<file path="src/rtl/text_buffer_ctl_if.sv">
// text_buffer_ctl_if : font lookup, character stream and status signals of the text buffer
// Rev 1.0
`default_nettype none

interface text_buffer_ctl_if;
  logic [7:0]  char_yx;
  logic [3:0]  char_line;
  logic [7:0]  char_pixels;
  logic [10:0] font_addr;
  logic [7:0]  font_data;
  logic        wr_valid;
  logic        wr_ready;
  logic [7:0]  wr_char;
  logic        clear;
  logic        busy;
  logic [7:0]  cursor;

  modport slave (
    input  char_yx, char_line, font_data, wr_valid, wr_char, clear,
    output char_pixels, font_addr, wr_ready, busy, cursor
  );

  modport master (
    output char_yx, char_line, font_data, wr_valid, wr_char, clear,
    input  char_pixels, font_addr, wr_ready, busy, cursor
  );
endinterface

`default_nettype wire

</file>
<file path="src/rtl/text_buffer_ctl.sv">
// text_buffer_ctl : 16x16 character-cell buffer, cursor-driven writer and 1-cycle font responder
// Rev 1.0
`default_nettype none

module text_buffer_ctl #(
  parameter logic [7:0] BLANK   = 8'h20,
  parameter logic [7:0] NL_CODE = 8'h0A,
  parameter logic [7:0] BS_CODE = 8'h08
) (
  input  wire               clk,
  input  wire               rst,
  text_buffer_ctl_if.slave  bus
);

  typedef enum logic [0:0] {
    S_CLEAR = 1'b0,
    S_IDLE  = 1'b1
  } state_t;

  state_t      r_state;
  state_t      w_state_nxt;
  logic [7:0]  r_mem [256];
  logic [7:0]  r_cursor;
  logic [7:0]  r_clr_addr;
  logic [7:0]  r_pixels;

  logic [7:0]  w_cursor_nxt;
  logic [7:0]  w_clr_nxt;
  logic        w_we;
  logic [7:0]  w_waddr;
  logic [7:0]  w_wdata;
  logic        w_busy;
  logic        w_wr_ready;
  logic [6:0]  w_rd_code;

  // Code bit 7 never reaches the font ROM.
  assign w_rd_code       = r_mem[bus.char_yx][6:0];
  assign bus.font_addr   = {w_rd_code, bus.char_line};
  assign bus.char_pixels = r_pixels;
  assign bus.cursor      = r_cursor;
  assign bus.busy        = w_busy;
  assign bus.wr_ready    = w_wr_ready;

  always_comb begin
    w_state_nxt  = r_state;
    w_cursor_nxt = r_cursor;
    w_clr_nxt    = r_clr_addr;
    w_we         = 1'b0;
    w_waddr      = r_clr_addr;
    w_wdata      = BLANK;
    w_busy       = 1'b0;
    w_wr_ready   = 1'b0;
    case (r_state)
      S_CLEAR: begin
        w_busy    = 1'b1;
        w_we      = 1'b1;
        w_clr_nxt = r_clr_addr + 8'd1;
        if (r_clr_addr == 8'hFF) begin
          w_state_nxt  = S_IDLE;
          w_cursor_nxt = 8'h00;
          w_clr_nxt    = 8'h00;
        end
      end
      S_IDLE: begin
        w_wr_ready = !bus.clear;
        if (bus.clear) begin
          w_state_nxt = S_CLEAR;
        end else if (bus.wr_valid) begin
          if (bus.wr_char == NL_CODE) begin
            w_cursor_nxt = {r_cursor[7:4] + 4'd1, 4'd0};
          end else if (bus.wr_char == BS_CODE) begin
            if (r_cursor != 8'h00) begin
              w_cursor_nxt = r_cursor - 8'd1;
              w_we         = 1'b1;
              w_waddr      = r_cursor - 8'd1;
              w_wdata      = BLANK;
            end
          end else begin
            w_we         = 1'b1;
            w_waddr      = r_cursor;
            w_wdata      = bus.wr_char;
            w_cursor_nxt = r_cursor + 8'd1;
          end
        end
      end
      default: w_state_nxt = S_CLEAR;
    endcase
  end

  always_ff @(posedge clk) begin
    if (rst) begin
      r_state    <= S_CLEAR;
      r_cursor   <= 8'h00;
      r_clr_addr <= 8'h00;
      r_pixels   <= 8'h00;
    end else begin
      r_state    <= w_state_nxt;
      r_cursor   <= w_cursor_nxt;
      r_clr_addr <= w_clr_nxt;
      r_pixels   <= bus.font_data;
    end
  end

  // Contents are left alone by reset; the sweep that follows blanks them.
  always_ff @(posedge clk) begin
    if (w_we && !rst) begin
      r_mem[w_waddr] <= w_wdata;
    end
  end

endmodule

`default_nettype wire

</file>
<file path="src/flat_wrapper.sv">
// flat-port wrapper written by rule: the top's interface ports become plain ports
module text_buffer_ctl_flat 
#(
  parameter logic [7:0] BLANK   = 8'h20,
  parameter logic [7:0] NL_CODE = 8'h0A,
  parameter logic [7:0] BS_CODE = 8'h08
)
  (clk, rst, bus_char_yx, bus_char_line, bus_font_data, bus_wr_valid, bus_wr_char, bus_clear, bus_char_pixels, bus_font_addr, bus_wr_ready, bus_busy, bus_cursor);
  text_buffer_ctl_if bus_i ();
  input  wire clk;
  input  wire rst;
  input wire logic [$bits(bus_i.char_yx)-1:0] bus_char_yx;
  input wire logic [$bits(bus_i.char_line)-1:0] bus_char_line;
  input wire logic [$bits(bus_i.font_data)-1:0] bus_font_data;
  input wire logic [$bits(bus_i.wr_valid)-1:0] bus_wr_valid;
  input wire logic [$bits(bus_i.wr_char)-1:0] bus_wr_char;
  input wire logic [$bits(bus_i.clear)-1:0] bus_clear;
  output wire logic [$bits(bus_i.char_pixels)-1:0] bus_char_pixels;
  output wire logic [$bits(bus_i.font_addr)-1:0] bus_font_addr;
  output wire logic [$bits(bus_i.wr_ready)-1:0] bus_wr_ready;
  output wire logic [$bits(bus_i.busy)-1:0] bus_busy;
  output wire logic [$bits(bus_i.cursor)-1:0] bus_cursor;
  assign bus_i.char_yx = bus_char_yx;
  assign bus_i.char_line = bus_char_line;
  assign bus_i.font_data = bus_font_data;
  assign bus_i.wr_valid = bus_wr_valid;
  assign bus_i.wr_char = bus_wr_char;
  assign bus_i.clear = bus_clear;
  assign bus_char_pixels = bus_i.char_pixels;
  assign bus_font_addr = bus_i.font_addr;
  assign bus_wr_ready = bus_i.wr_ready;
  assign bus_busy = bus_i.busy;
  assign bus_cursor = bus_i.cursor;
  text_buffer_ctl #(.BLANK(BLANK), .NL_CODE(NL_CODE), .BS_CODE(BS_CODE)) u_core (.clk(clk), .rst(rst), .bus(bus_i));
endmodule
</file>
<file path="config.mk">
export PLATFORM = sky130hd
export DESIGN_NAME = text_buffer_ctl_flat
export DESIGN_NICKNAME = d
export VERILOG_FILES = /design/src/rtl/text_buffer_ctl_if.sv /design/src/rtl/text_buffer_ctl.sv /design/src/flat_wrapper.sv
export SDC_FILE = /design/constraint.sdc
export NUM_CORES = 2
export LEC_CHECK = 0
export BUFFER_PORTS_ARGS = -buffer_cell sky130_fd_sc_hd__buf_2
export CORE_MARGIN = 3
export CORE_UTILIZATION = 45
export DETAILED_ROUTE_END_ITERATION = 6
export SYNTH_ARGS = -nofsm -noshare
export SYNTH_HDL_FRONTEND = slang
export SYNTH_SLANG_ARGS = --single-unit
export TNS_END_PERCENT = 1
</file>
<file path="constraint.sdc">
create_clock -name clk -period 37.6 [get_ports clk]
set_input_delay 3.76 -clock clk [delete_from_list [all_inputs] [get_ports clk]]
set_output_delay 3.76 -clock clk [all_outputs]
set_load 0.005 [all_outputs]
</file>
==> metrics.cfg <==
[pwr]
peakVddDrop_mv = 0.0450
power_frac_seq_pct = 54.8
cellPowerDensity_nw_per_um2 = 49.0
comb_power_share_pct = 3.2
p_switching_w = 0.000814
leakage_nw = 26.4
p_int_w = 0.00319
power.share.switching_pct = 20.3
pwr-share-clk_pct = 42.0

[grt]
grt_antenna_before_repair = 12
grt_pass1_vias = 37200
grtUsageTotal_pct = 21.8
grt_first_pass_wirelength_um = 261000
overflow = 0
grt_max_degree = 229

[clocking]
htreeDepth = 4
cts-resized-gates = 0
clockRootBuffer = clkbuf_16
cts_tree = built
insertion_delay_ps = 790
cts.path.max_buffers = 3
cts_sinks = 1817
clkTransAtPathRegs_ps = 60
cts_buffers = 176
cts_hold_buffers = 0
post_cts_buffers = 0

[setup_path]
crit_family = buffers and inverters
cp.arrival_ps = 8640
required_ps = 33840
cp_num_buf_inv = 4
max_stage_delay_ps = 920
cp-start-kind = primary input
crit_path_end_kind = output pin
r2r_slack_ps = 32180
cp_cell_sequence = buf_8 > buf_4 > buf_4 > mux4_2 > mux2i_1 > mux2_2 > o22ai_1 > nor3_1 > nor4_1 > buf_2
path_class = primary input to output pin
critPathMaxFanout = 80
crit_top_cell = buf_4
crit_slowest_cell = buf_4

[route]
routedWlPerCell_um = 29.5
drtAntennaViolNets = 0
viasPerCell = 6.16
vias = 37300
drt_first_pass_iters = 6
drc = 0
routed_wl_um = 178000
drt_iter0_drc = 4188

[die]
die-area_um2 = 165000
start_util_pct = 45.3
die_h_um = 406
io_pins = 61
core-area_um2 = 159000
num_rows = 146
die_w_um = 406

[placement]
io_buffer_count = 52
hpwl_um = 102000
place_congestion = 0.791

[yosys]
synth-async-reset-ratio_pct = 0
synth_seq_area_share_pct = 75.5
ys_warn_count = 0
yosysUniqueCellTypes = 71
synth_fp_nets = 3620
synth_area_um2 = 71900
avgSynthCellArea_um2 = 20.1
postSynthCellCount = 3581
synth_flop_cell = edfxtp_1
synth_edf_count = 1792
ys_seq_elements = 1817

[sta]
slew_violations = 0
relSlewSlack_pct = 13.4
hold_viol_final = 0
holdWs_ps = 535
finalSetupViolations = 0
tightest_slew_ps = 1280
rsz0062_at_grt = no
finalSetupTns_ps = 0
clock_skew_ps = 27.1
max_freq_ghz = 0.0807
period_share_pct = 33.0
finalCriticalPeriod_ps = 12400

[flow_run]
cap_viol_max_count = 0

[finish]
layout.nets = 3877
drive_gt1_share_pct = 27.7
area_delta_synth_final_pct = 13.7

[hold_path]
hold_path.class = flip-flop to flip-flop

[outcome]
outcome = complete, no violations

## layer usage
| metal | part of all wire, % | GRT usage (%) |
|---|---|---|
| met1 | 44 | 32.9 |
| met2 | 46 | 32.7 |
| met3 | 8.0 | 3.98 |
| met4 | 2.4 | 6.04 |
| met5 | 0.0056 | 0 |
## cells in the final DEF (no fill, tap or decap), drive strengths merged, types with 4 or more instances in the layout
master,n
nand2b,9
o21ai,27
ha,7
buf,361
nand4,18
edfxtp,1792
xor2,4
a31oi,14
a22oi,115
or2,6
nor4,284
a221oi,10
and2,12
nor3,39
clkbuf,231
nand2,30
nor2,40
clkinvlp,5
dfxtp,25
o22ai,50
mux4,392
and3,11
o221ai,10
mux2,33
xnor2,4
clkinv,68
nor2b,20
nor4bb,6
or3,17
inv,15
a21oi,84
nand3,33
mux2i,134
a211oi,22
bufinv,8
## synthesized netlist by cell type, types with 17 or more instances
cell type / instances / share of area, %
clkbuf_1: 136 / 0.71
o22ai_1: 50 / 0.44
buf_1: 23 / 0.12
buf_2: 113 / 0.79
nor3_1: 38 / 0.26
dfxtp_1: 25 / 0.70
mux4_2: 392 / 12
nor4_1: 283 / 2.5
a22oi_1: 115 / 1.2
nand3_1: 33 / 0.23
nand4_1: 18 / 0.16
mux2_2: 33 / 0.52
edfxtp_1: 1792 / 75
nor2b_1: 20 / 0.17
a211oi_1: 21 / 0.22
o21ai_0: 25 / 0.17
nor2_1: 39 / 0.20
nand2_1: 30 / 0.16
or3_1: 17 / 0.15
a21oi_1: 82 / 0.57
mux2i_1: 134 / 1.9
## stage by stage
step | util (%) | power (W) | std cells | cell area (um2) | worst slack [ps]
floorplan | - | 0.00232 | 3581 | 71900 | 21630
global placement | 48.1 | 0.00237 | 5729 | 76300 | 24800
detailed placement | 48.1 | 0.00237 | 5732 | 76300 | 25250
CTS | 51.6 | 0.00404 | 6050 | 81800 | 25250
global route | 51.6 | 0.00412 | 6050 | 81800 | 25070
finish | 51.6 | 0.00400 | 6053 | 81800 | 25200
## worst register-to-register path, stage by stage (launching register included)
cell	delay, ps
dfxtp_1	480
nor2b_1	670
and2_1	480
o21ai_2	210
a211oi_2	580
nand4_1	1120
buf_4	650
nor4_1	660
buf_4	270
## path summary, 6_finish.rpt
| check | start | end | cells after the start |
|---|---|---|---|
| max | bus_char_yx[1] | bus_font_addr[9] | 10 |
| min | u_core.r_clr_addr[0] | u_core.r_clr_addr[0] | 2 |
| max reg2reg | u_core.r_state | u_core.r_mem[166][1] | 8 |
| min reg2reg | u_core.r_clr_addr[0] | u_core.r_clr_addr[0] | 2 |
## state kept, by name (all words and copies together) (netlist names)
name,flops
u_core.r_clr_addr,8
u_core.bus.char_pixels,8
u_core.r_state,1
u_core.bus.cursor,8
u_core.r_mem,1792
## power by group through the flow
stage	sequential, W	clock (W)	combinational (W)
4_1_cts	0.00219	0.00172	0.000131
3_5_place_dp	0.00224	0	0.000131
6_report	0.00219	0.00168	0.000130
2_1_floorplan	0.00224	0	0.0000826
3_3_place_gp	0.00224	0	0.000130
5_1_grt	0.00219	0.00179	0.000137
## final cells by class
class	instances	area [um2]
fill	12500	76800
sequential	1817	54300
timing repair buffer	361	2720
clock inverter	87	637
tap	2072	2590
clock buffer	231	4800
antenna	3	7.51
multi-input combinational	1473	16700
inverter	9	33.8
## cell families (layout without fill, tap and decap cells)
| kind of cell | after synthesis | count (layout) | synth area share (%) |
|---|---|---|---|
| flops | 1817 | 1817 | 75.5 |
| other cells | 0 | 3 | 0 |
| fa+ha+maj | 7 | 7 | 0.122 |
| mux | 559 | 559 | 14.7 |
| simple gates | 540 | 540 | 4.48 |
| xor+xnor | 8 | 8 | 0.0974 |
| buf+inv | 291 | 688 | 1.77 |
| compound gates | 359 | 359 | 3.34 |
Note: power is estimated with default switching activity, not from simulation.
